File: src/rtl/sd_cmd_engine_pkg.sv
// rtl/sd_cmd_engine_pkg.sv - shared codes, frame sizes, FSM states and CRC7 step for the SD command engine
package sd_cmd_engine_pkg;

  localparam logic [1:0] RESP_NONE      = 2'd0;
  localparam logic [1:0] RESP_R48       = 2'd1;
  localparam logic [1:0] RESP_R48_NOCRC = 2'd2;
  localparam logic [1:0] RESP_R136      = 2'd3;

  localparam int         CMD_FRAME_BITS = 48;
  localparam int         R136_BITS      = 136;
  localparam logic [6:0] CRC7_POLY      = 7'h09;

  typedef enum logic [2:0] {
    ST_IDLE,
    ST_SEND,
    ST_WAIT,
    ST_RECV,
    ST_GAP,
    ST_DONE
  } state_t;

  // one MSB-first step of x^7+x^3+1
  function automatic logic [6:0] crc7_step(input logic [6:0] crc, input logic bit_in);
    return {crc[5:0], 1'b0} ^ ((bit_in ^ crc[6]) ? CRC7_POLY : 7'h00);
  endfunction

endpackage

File: src/rtl/sd_crc7.sv
// rtl/sd_crc7.sv - serial CRC7 accumulator shared by command TX and response RX
module sd_crc7
  import sd_cmd_engine_pkg::*;
(
  input  logic       clk,
  input  logic       rst_n,
  input  logic       clr,
  input  logic       en,
  input  logic       bit_in,
  output logic [6:0] crc
);

  logic [6:0] r_crc;

  // clear wins over accumulate so a new frame never inherits old state
  always_ff @(posedge clk or negedge rst_n) begin
    if (!rst_n)  r_crc <= 7'h00;
    else if (clr) r_crc <= 7'h00;
    else if (en)  r_crc <= crc7_step(r_crc, bit_in);
  end

  assign crc = r_crc;

endmodule

File: src/rtl/sd_cmd_engine.sv
// rtl/sd_cmd_engine.sv - SD command line engine: sd_clk gen, CMD frame TX, response capture
module sd_cmd_engine
  import sd_cmd_engine_pkg::*;
#(
  parameter int DIV_W   = 8,
  parameter int NCR_MAX = 64,
  parameter int NCC_GAP = 8
) (
  input  logic             clk,
  input  logic             rst_n,
  input  logic [DIV_W-1:0] clk_div,
  input  logic             cmd_valid,
  output logic             cmd_ready,
  input  logic [5:0]       cmd_index,
  input  logic [31:0]      cmd_arg,
  input  logic [1:0]       resp_type,
  output logic             done,
  output logic             timeout,
  output logic             crc_err,
  output logic             end_err,
  output logic [127:0]     resp_data,
  output logic             sd_clk,
  output logic             sd_cmd_o,
  output logic             sd_cmd_oe,
  input  logic             sd_cmd_i
);

  state_t           r_state, w_state_nx;
  logic [DIV_W-1:0] r_div, r_div_cnt;
  logic             r_sd_clk, r_cmd_o, r_cmd_oe;
  logic [7:0]       r_cnt;
  logic [1:0]       r_type;
  logic [39:0]      r_tx;
  logic [127:0]     r_shift, r_resp;
  logic             r_to_p, r_crc_p, r_end_p;
  logic             r_timeout, r_crc_err, r_end_err;

  logic             w_active, w_tick, w_rise, w_fall, w_accept;
  logic             w_crc_clr, w_crc_en, w_crc_bit, w_tx_bit;
  logic [6:0]       w_crc;
  logic [2:0]       w_sel;
  logic [7:0]       w_n, w_rx_total;
  logic             w_rx_last, w_rx_crc_en;

  assign w_active    = (r_state == ST_SEND) || (r_state == ST_WAIT) ||
                       (r_state == ST_RECV) || (r_state == ST_GAP);
  assign w_tick      = w_active && (r_div_cnt == r_div - DIV_W'(1));
  assign w_rise      = w_tick && !r_sd_clk;
  assign w_fall      = w_tick && r_sd_clk;
  assign w_accept    = (r_state == ST_IDLE) && cmd_valid;
  // bits 0..39 come from the shift register, 40..46 are the CRC MSB first, 47 is the end bit
  assign w_sel       = 3'd6 - r_cnt[2:0];
  assign w_tx_bit    = (r_cnt < 8'd40) ? r_tx[39] : (r_cnt < 8'd47) ? w_crc[w_sel] : 1'b1;
  assign w_n         = r_cnt + 8'd1;
  assign w_rx_total  = (r_type == RESP_R136) ? 8'(R136_BITS) : 8'(CMD_FRAME_BITS);
  assign w_rx_last   = (w_n == w_rx_total);
  // R136 skips the 8-bit header; R48 covers start..arg (start bit is a no-op on a cleared CRC)
  assign w_rx_crc_en = (r_type == RESP_R136) ? (w_n >= 8'd9 && w_n <= 8'd128) : (w_n <= 8'd40);

  // route the shared CRC between the outgoing frame and the incoming response
  always_comb begin
    w_crc_clr = w_accept || ((r_state == ST_WAIT) && w_rise && !sd_cmd_i);
    w_crc_en  = 1'b0;
    w_crc_bit = 1'b0;
    if ((r_state == ST_SEND) && w_fall && (r_cnt < 8'd40)) begin
      w_crc_en  = 1'b1;
      w_crc_bit = r_tx[39];
    end else if ((r_state == ST_RECV) && w_rise && w_rx_crc_en) begin
      w_crc_en  = 1'b1;
      w_crc_bit = sd_cmd_i;
    end
  end

  sd_crc7 u_crc7 (
    .clk    (clk),
    .rst_n  (rst_n),
    .clr    (w_crc_clr),
    .en     (w_crc_en),
    .bit_in (w_crc_bit),
    .crc    (w_crc)
  );

  // state register
  always_ff @(posedge clk or negedge rst_n) begin
    if (!rst_n) r_state <= ST_IDLE;
    else        r_state <= w_state_nx;
  end

  // next state and handshake outputs
  always_comb begin
    w_state_nx = r_state;
    cmd_ready  = 1'b0;
    done       = 1'b0;
    case (r_state)
      ST_IDLE: begin
        cmd_ready = 1'b1;
        if (cmd_valid) w_state_nx = ST_SEND;
      end
      ST_SEND: if (w_fall && (r_cnt == 8'(CMD_FRAME_BITS)))
                 w_state_nx = (r_type == RESP_NONE) ? ST_GAP : ST_WAIT;
      ST_WAIT: if (w_rise) begin
                 if (!sd_cmd_i)                     w_state_nx = ST_RECV;
                 else if (r_cnt == 8'(NCR_MAX - 1)) w_state_nx = ST_GAP;
               end
      ST_RECV: if (w_rise && w_rx_last) w_state_nx = ST_GAP;
      ST_GAP:  if (w_fall && (r_cnt == 8'(NCC_GAP - 1))) w_state_nx = ST_DONE;
      ST_DONE: begin
        done       = 1'b1;
        w_state_nx = ST_IDLE;
      end
      default: w_state_nx = ST_IDLE;
    endcase
  end

  // sd_clk divider: runs only while busy, always restarts low
  always_ff @(posedge clk or negedge rst_n) begin
    if (!rst_n) begin
      r_div_cnt <= '0;
      r_sd_clk  <= 1'b0;
    end else if (!w_active) begin
      r_div_cnt <= '0;
      r_sd_clk  <= 1'b0;
    end else if (w_tick) begin
      r_div_cnt <= '0;
      r_sd_clk  <= ~r_sd_clk;
    end else begin
      r_div_cnt <= r_div_cnt + DIV_W'(1);
    end
  end

  // frame shifting, response capture and result publication
  always_ff @(posedge clk or negedge rst_n) begin
    if (!rst_n) begin
      r_div     <= DIV_W'(1);
      r_type    <= RESP_NONE;
      r_tx      <= '0;
      r_cmd_o   <= 1'b1;
      r_cmd_oe  <= 1'b0;
      r_cnt     <= '0;
      r_shift   <= '0;
      r_to_p    <= 1'b0;
      r_crc_p   <= 1'b0;
      r_end_p   <= 1'b0;
      r_timeout <= 1'b0;
      r_crc_err <= 1'b0;
      r_end_err <= 1'b0;
      r_resp    <= '0;
    end else begin
      case (r_state)
        ST_IDLE: if (cmd_valid) begin
          r_type    <= resp_type;
          r_div     <= (clk_div == '0) ? DIV_W'(1) : clk_div;
          r_tx      <= {2'b01, cmd_index, cmd_arg};
          r_cmd_oe  <= 1'b1;
          r_cmd_o   <= 1'b1;
          r_cnt     <= '0;
          r_shift   <= '0;
          r_to_p    <= 1'b0;
          r_crc_p   <= 1'b0;
          r_end_p   <= 1'b0;
          r_timeout <= 1'b0;
          r_crc_err <= 1'b0;
          r_end_err <= 1'b0;
          r_resp    <= '0;
        end
        ST_SEND: if (w_fall) begin
          if (r_cnt == 8'(CMD_FRAME_BITS)) begin
            r_cmd_oe <= 1'b0;
            r_cmd_o  <= 1'b1;
            // the release edge already counts as the first gap cycle
            r_cnt    <= (r_type == RESP_NONE) ? 8'd1 : 8'd0;
          end else begin
            r_cmd_o <= w_tx_bit;
            r_cnt   <= w_n;
            if (r_cnt < 8'd40) r_tx <= {r_tx[38:0], 1'b0};
          end
        end
        ST_WAIT: if (w_rise) begin
          if (!sd_cmd_i) begin
            r_cnt <= 8'd1;
          end else if (r_cnt == 8'(NCR_MAX - 1)) begin
            r_to_p <= 1'b1;
            r_cnt  <= '0;
          end else begin
            r_cnt <= w_n;
          end
        end
        ST_RECV: if (w_rise) begin
          r_shift <= {r_shift[126:0], sd_cmd_i};
          if (w_rx_last) begin
            r_cnt   <= '0;
            r_end_p <= !sd_cmd_i;
            r_crc_p <= (r_type != RESP_R48_NOCRC) && (r_shift[6:0] != w_crc);
          end else begin
            r_cnt <= w_n;
          end
        end
        ST_GAP: if (w_fall) begin
          r_cnt <= w_n;
          if (r_cnt == 8'(NCC_GAP - 1)) begin
            r_timeout <= r_to_p;
            r_crc_err <= r_crc_p;
            r_end_err <= r_end_p;
            r_resp    <= (r_type == RESP_R136) ? r_shift : {90'b0, r_shift[45:8]};
          end
        end
        default: ;
      endcase
    end
  end

  assign sd_clk    = r_sd_clk;
  assign sd_cmd_o  = r_cmd_o;
  assign sd_cmd_oe = r_cmd_oe;
  assign timeout   = r_timeout;
  assign crc_err   = r_crc_err;
  assign end_err   = r_end_err;
  assign resp_data = r_resp;

endmodule
File: config.mk
export PLATFORM = sky130hd
export DESIGN_NAME = sd_cmd_engine
export DESIGN_NICKNAME = d
export VERILOG_FILES = /design/src/rtl/sd_cmd_engine_pkg.sv /design/src/rtl/sd_crc7.sv /design/src/rtl/sd_cmd_engine.sv
export SDC_FILE = /design/constraint.sdc
export NUM_CORES = 1
export LEC_CHECK = 0
export CORE_MARGIN = 2
export CORE_UTILIZATION = 49
export CTS_BUF_LIST = sky130_fd_sc_hd__clkbuf_16
export CTS_CLUSTER_SIZE = 40
export DETAILED_ROUTE_END_ITERATION = 10
export PLACE_DENSITY = 0.74
export SLEW_MARGIN = 10
export SYNTH_ARGS = -nofsm -noshare
export SYNTH_HDL_FRONTEND = slang
export SYNTH_SLANG_ARGS = --single-unit
File: constraint.sdc
create_clock -name clk -period 2.63 [get_ports clk]
set_clock_uncertainty 0.1 [all_clocks]
set_input_delay 0.526 -clock clk [delete_from_list [all_inputs] [get_ports clk]]
set_output_delay 0.526 -clock clk [all_outputs]
set_load 0.05 [all_outputs]
; ---- After elaboration in Yosys (flattened, before gate mapping)
; Index checks and enable logic that the tools add are counted.
[classes]
reduce_logical = 40
mux = 79
eq_ne = 30
bitwise_logic = 3
n_addsub = 4
order_cmp = 6
[ops]
columns = operator, n
row1 = two-way mux 128 bit, 5
row2 = one-hot mux 128 bit (2 select lines), 2
row3 = two-way mux 40 bit, 4
row4 = two-way mux 8 bit, 13
row5 = one-hot mux 40 bit (2 select lines), 1
row6 = one-hot mux 8 bit (5 select lines), 1
row7 = two-way mux 1 bit, 32
row8 = two-way mux 3 bit, 8
row9 = "!= test 2 bit, second input constant", 9
row10 = "adder 8 x 1 -> 8 bit, second input constant", 2
row11 = "equality test 8 x 6 -> 1 bit, second input constant", 2
row12 = equality test 8 bit, 2
row13 = "< comparator 8 x 6 -> 1 bit, second input constant", 2
row14 = "!= test 2 x 1 -> 1 bit, second input constant", 8
row15 = one-hot mux 1 bit (2 select lines), 8
row16 = logical AND 1 bit, 15
row17 = one-hot mux 3 bit (5 select lines), 1
row18 = two-way mux 7 bit, 2
row19 = AND reduction 4 bit, 3
row20 = AND reduction 6 bit, 2
row21 = AND reduction 5 bit, 2
row22 = nonzero test 2 bit, 5
row23 = "equality test 8 x 3 -> 1 bit, second input constant", 1
row24 = ">= comparator 8 x 4 -> 1 bit, second input constant", 1
row25 = 24 further kinds, 31
[totals]
elab_cells = 180
input_bits = 52
ff_bits = 341
out_inout_bits = 136

; ---- Logic depth before layout (Yosys ltp)
[depth]
ltp_word = 15
depth_mapped = 12
mapped_depth_nobuf = 10

; ---- Cells and area by module
; Synthesis repeated with hierarchy kept, for this count alone.
[hier_totals]
cells_unflattened = 1663
area_unflattened_um2 = 15726.3
[by_module_without_submodules]
columns = mod, area_each_um2, seq_area_each_um2, cells_per_inst, n_inst
row1 = sd_cmd_engine, 15418.5, 8360.5, 1635, 1
row2 = sd_crc7, 307.8, 175.2, 28, 1

; ---- Worst setup path after synthesis
; Ideal clock, no wire load.
[synth_timing]
path_type = flip-flop to flip-flop
startpoint = reg r_state[0]
endpoint = reg r_tx[10]
path_stages_with_launch = 9
arrival_time_ns = 2.884
required_time_ns = 2.448
setup_ns = 0.082
path_slack_ns = -0.436
synth_period_minus_slack_ns = 3.066
path_buffers = 3
cell_sequence = dfrtp_1 nor3_1 and2_0 clkbuf_1 a31o_2 buf_2 buf_2 nor2_1 a31oi_1
[synth_via]
elab_chain_len = 8
word_cells_on_any_way = 17
cone_classes = eq/ne (8) / mux (1) / reduce/logical (8)
[synth_lines]
columns = element, line
row1 = from (decl), sd_cmd_engine.sv:28  ; state_t r_state, w_state_nx;
row2 = from (signal assigned), sd_cmd_engine.sv:86  ; else r_state <= w_state_nx;
row3 = equality test 3 x 1 -> 1 bit or equality test 3 x 2 -> 1 bit (tied branches), "sd_cmd_engine.sv:45, sd_cmd_engine.sv:149"
row4 = logical OR 1 bit (2 in series), sd_cmd_engine.sv:45  ; assign w_active = (r_state == ST_SEND) || (r_state == ST_WAIT) ||
row5 = logical OR 1 bit, sd_cmd_engine.sv:46  ; (r_state == ST_RECV) || (r_state == ST_GAP);
row6 = logical AND 1 bit, sd_cmd_engine.sv:47  ; assign w_tick = w_active && (r_div_cnt == r_div - DIV_W'(1));
row7 = logical AND 1 bit, sd_cmd_engine.sv:49  ; assign w_fall = w_tick && r_sd_clk;
row8 = != test 2 bit (no line), --
row9 = AND reduction 5 bit (no line), --
row10 = to (signal assigned), sd_cmd_engine.sv:153  ; r_tx <= {2'b01, cmd_index, cmd_arg};
row11 = to (signal assigned), sd_cmd_engine.sv:175  ; if (r_cnt < 8'd40) r_tx <= {r_tx[38:0], 1'b0};
row12 = to (decl), sd_cmd_engine.sv:33  ; logic [39:0] r_tx;
; Several ways; a longest one is shown, not always the timed one.
; A chain may end at the register's enable or synchronous reset.

; ---- Worst setup path in the final report
[layout_timing]
startpoint = reg r_div[0]
endpoint = reg r_timeout, in the netlist timeout
[layout_via]
elab_chain_len = 6
[layout_lines]
columns = element, line
row1 = from (decl), sd_cmd_engine.sv:29  ; logic [DIV_W-1:0] r_div, r_div_cnt;
row2 = from (signal assigned), sd_cmd_engine.sv:152  ; r_div <= (clk_div == '0) ? DIV_W'(1) : clk_div;
row3 = subtractor 8 x 1 -> 8 bit, sd_cmd_engine.sv:47
row4 = equality test 8 bit, sd_cmd_engine.sv:47
row5 = logical AND 1 bit, sd_cmd_engine.sv:47
row6 = logical AND 1 bit, sd_cmd_engine.sv:49
row7 = != test 2 bit (no line), --
row8 = AND reduction 4 bit (no line), --
row9 = to (signal assigned), sd_cmd_engine.sv:201  ; r_timeout <= r_to_p;
row10 = to (decl), sd_cmd_engine.sv:36  ; logic r_timeout, r_crc_err, r_end_err;
; No other way between the ends.

==> results.md <==
* Tcrit/Tclk final at 103%
* CP required at 2.93 ns
* Clock tree sinks at 341
* Failing checks: negative setup slack
* Hold Crit Class: reg -> reg
* Multi-input logic area at 0.00666 sq mm
* CP startpoint: r_div[0]
* Count leader, synth: nand2_1
* Final global-route overflow total at 0
* Final WL at 38600 microns
* Run status: finished, violations left
* Rows at 64
* Vias in the first global route at 12000
* Max Fclk at 0.369 GHz
* Fin nets at 1980
* Syn. warnings at 0
* Minimum clock period at 2.71 ns
* Pre-CTS setup slack at -0.0353 ns
* Die Y at 181 microns
* Antenna cells at 0
* Cell variety after synth at 68
* Crit path kind: reg -> reg
* WHS at 0.382 ns
* Pin count of the biggest net entering global routing at 91
* DR vias at 12900
* Ys async rst share at 100%
* Detailed Routing Iterations Pass 1 at 5
* Final Slew Violations at 0
* P per Cell Area at 839 mW/mm^2
* Worst-path maximum fanout at 10
* Metal-1 WL at 17000 microns
* RSZ-0062 raised after global routing: yes
* Initial core utilization at 50.1%
* Seq/Total Area, Yosys at 55.3%
* Top cell type by total area after synthesis: dfrtp_1
* Root Driver: clkbuf_16
* Die W at 181 microns
* Worst r2r src: r_div[0]
* Setup_tns at -2.68 ns
* CTS H-tree depth at 2
* First-pass GRT wire length at 60900 microns
* IO Pins at 188
* GPL Wtd Cong at 0.869
* Crit. End Element: register
* Initial DRC count at 968
* R2R setup slack at -0.08 ns
* Port buffer count at 187
* Vias per cell at 5.49
* Area Overhead vs Synth at 30.2%
* Startpoint types: register
* DRC at 0
* Post-DP HPWL at 24200 microns
* Synth top area cells: dfrtp_1, nand2_1, o21ai_0, o21ai_1, mux2i_1
* Synthesized area at 0.0154 sq mm
* Highest routed layer: met4
* Pleak at 8.52 nW
* Primary FF master, synth: dfrtp_1
* Initial antenna violation count at 0
* Final ANT Viol Nets at 0
* Final Setup Violations at 81
* Total Routing Usage GR at 22.3%
* Seq. cell area at 0.00854 sq mm
* Clock Latency Late Sink at 0.52 ns
* VDD IR-drop max at 0.527 mV
* FF+latch count, synth at 341
* Synth Area per Inst at 9.02 sq um
* Clock Path Buffers at 3
* Layout cells sized above 1 at 13.5%
* Clock-pin slew on the worst setup and hold paths at 0.06 ns
* Critical path destination: timeout
* Yosys top cell area share at 55.0%
* Area of the die at 0.0329 sq mm
* Synth cell count leaders: nand2_1, dfrtp_1, o21ai_0
* Worst-margin pin slew at 0.807 ns
* Synth Instances at 1711
* Reg2Reg Depth at 12
* Met3 WL at 2550 microns
* CTS tree: yes
* Number of flops mapped to enable cells by yosys at 0
* TritonCTS buffer count at 37
* Endpoints failing hold at 0
* Worst slew margin at 46.2%
* Syn Nets at 1768
* CP Data Arrival Time at 3.01 ns
* Core Region at 0.0308 sq mm
* WL per Instance at 16.5 microns
* Hold Path Depth at 2
* # fillers at 2425
* Maxcap violations at 0
* Metal2 WL at 18200 microns
* Crit Reg-Reg Endpoint: timeout
* Worst setup margin at -0.0820 ns
-- stage by stage --
| step | power, mW | instance area [sq um] | std cells | util (%) |
|---|---|---|---|---|
| 2_1_floorplan | 9.63 | 15500 | 1711 | - |
| 4_1_cts | 16.3 | 19300 | 2328 | 62.7 |
| 3_5_place_dp | 11.2 | 18100 | 2258 | 58.8 |
| 6_report | 16.9 | 20100 | 2346 | 65.2 |
| 3_3_place_gp | 11.1 | 18100 | 2258 | 58.8 |
| 5_1_grt | 17.8 | 20100 | 2346 | 65.2 |
-- cells by family (layout without fill, tap and decap cells) --
logic type | Yosys count | after routing | synth area share [%]
xor+xnor | 32 | 32 | 1.82
flops | 341 | 341 | 55.3
buf+inv | 141 | 380 | 4.40
mux | 44 | 44 | 2.94
fa+ha+maj | 5 | 5 | 0.405
compound gates | 385 | 385 | 15.2
simple gates | 763 | 763 | 19.9
-- where the power goes --
part / internal, mW / total [mW] / switching (mW)
clock network: 2.92 / 5.03 / 2.10
registers: 5.77 / 6.27 / 0.502
logic: 2.22 / 5.57 / 3.35
total: 10.9 / 16.9 / 5.95
-- registers in the layout (all words and copies together), names as in the netlist, 2 cells and up --
| signal | count |
|---|---|
| r_div | 8 |
| r_div_cnt | 8 |
| r_type | 2 |
| u_crc7.crc | 7 |
| r_cnt | 8 |
| resp_data | 128 |
| r_state | 3 |
| r_tx | 40 |
| r_shift | 128 |
-- cell usage in the layout, fill, tap and decap left out, drive strengths merged, types with 5 or more instances in the layout --
cell	Yosys	routed
a31oi	42	42
nand4	7	7
o211ai	5	5
nor3	7	7
a21oi	14	14
o31ai	43	43
inv	17	20
clkinv	0	19
dfrtp	339	339
nor4	6	6
o21ai	250	250
buf	48	101
xor2	14	14
mux2i	42	42
nand3	23	23
nand2b	5	5
ha	5	5
and2	5	5
nor2	69	69
xnor2	18	18
clkbuf	76	49
nand2	613	613
clkdlybuf4s50	0	184
-- final cells by class --
type | instances | area share, %
multi-input cells | 1229 | 33.1
inverters | 17 | 0.317
well taps | 396 | 2.46
clock buffers | 38 | 4.73
clock inverters | 28 | 1.11
flip-flops and latches | 341 | 42.5
repair buffers | 297 | 15.8
-- worst max-delay path: stages (launching register included) --
cell       delay [ns]
dfstp_2          0.53
inv_2            0.05
ha_4             0.25
xor2_1           0.13
nand3_1          0.12
a2111oi_4        0.31
and4_4           0.31
a31oi_4          0.15
buf_4            0.19
clkbuf_16        0.15
buf_4            0.16
nand2_1          0.06
o21ai_0          0.07
-- per-layer routing --
layer | GRT usage [%] | vias to the layer above
met1 | 31.1 | 6260
met2 | 35.5 | 391
met4 | 6.08 | 0
met3 | 4.87 | 60
li1 | - | 6176
met5 | 0 | -
-- repair_timing --
action                     4_1_cts  5_1_grt
pin swaps                        1       30
gates cloned                     0       14
buffers inserted                 3        4
hold buffers                     1        0
hold endpoints to repair        53        0
resized for setup                3       99
setup endpoints to repair       11      294
-- worst min path at each step --
stage | slack [ns] | to | from
6_report | 0.38 | resp_data[101] | resp_data[101]
5_1_grt | 0.41 | resp_data[115] | resp_data[115]
4_1_cts | 0.38 | resp_data[29] | resp_data[29]
3_5_place_dp | 0.37 | resp_data[29] | resp_data[29]
3_3_place_gp | 0.36 | resp_data[28] | resp_data[28]
2_1_floorplan | 0.13 | crc_err | rst_n
Note: power is estimated with default switching activity, not from simulation.
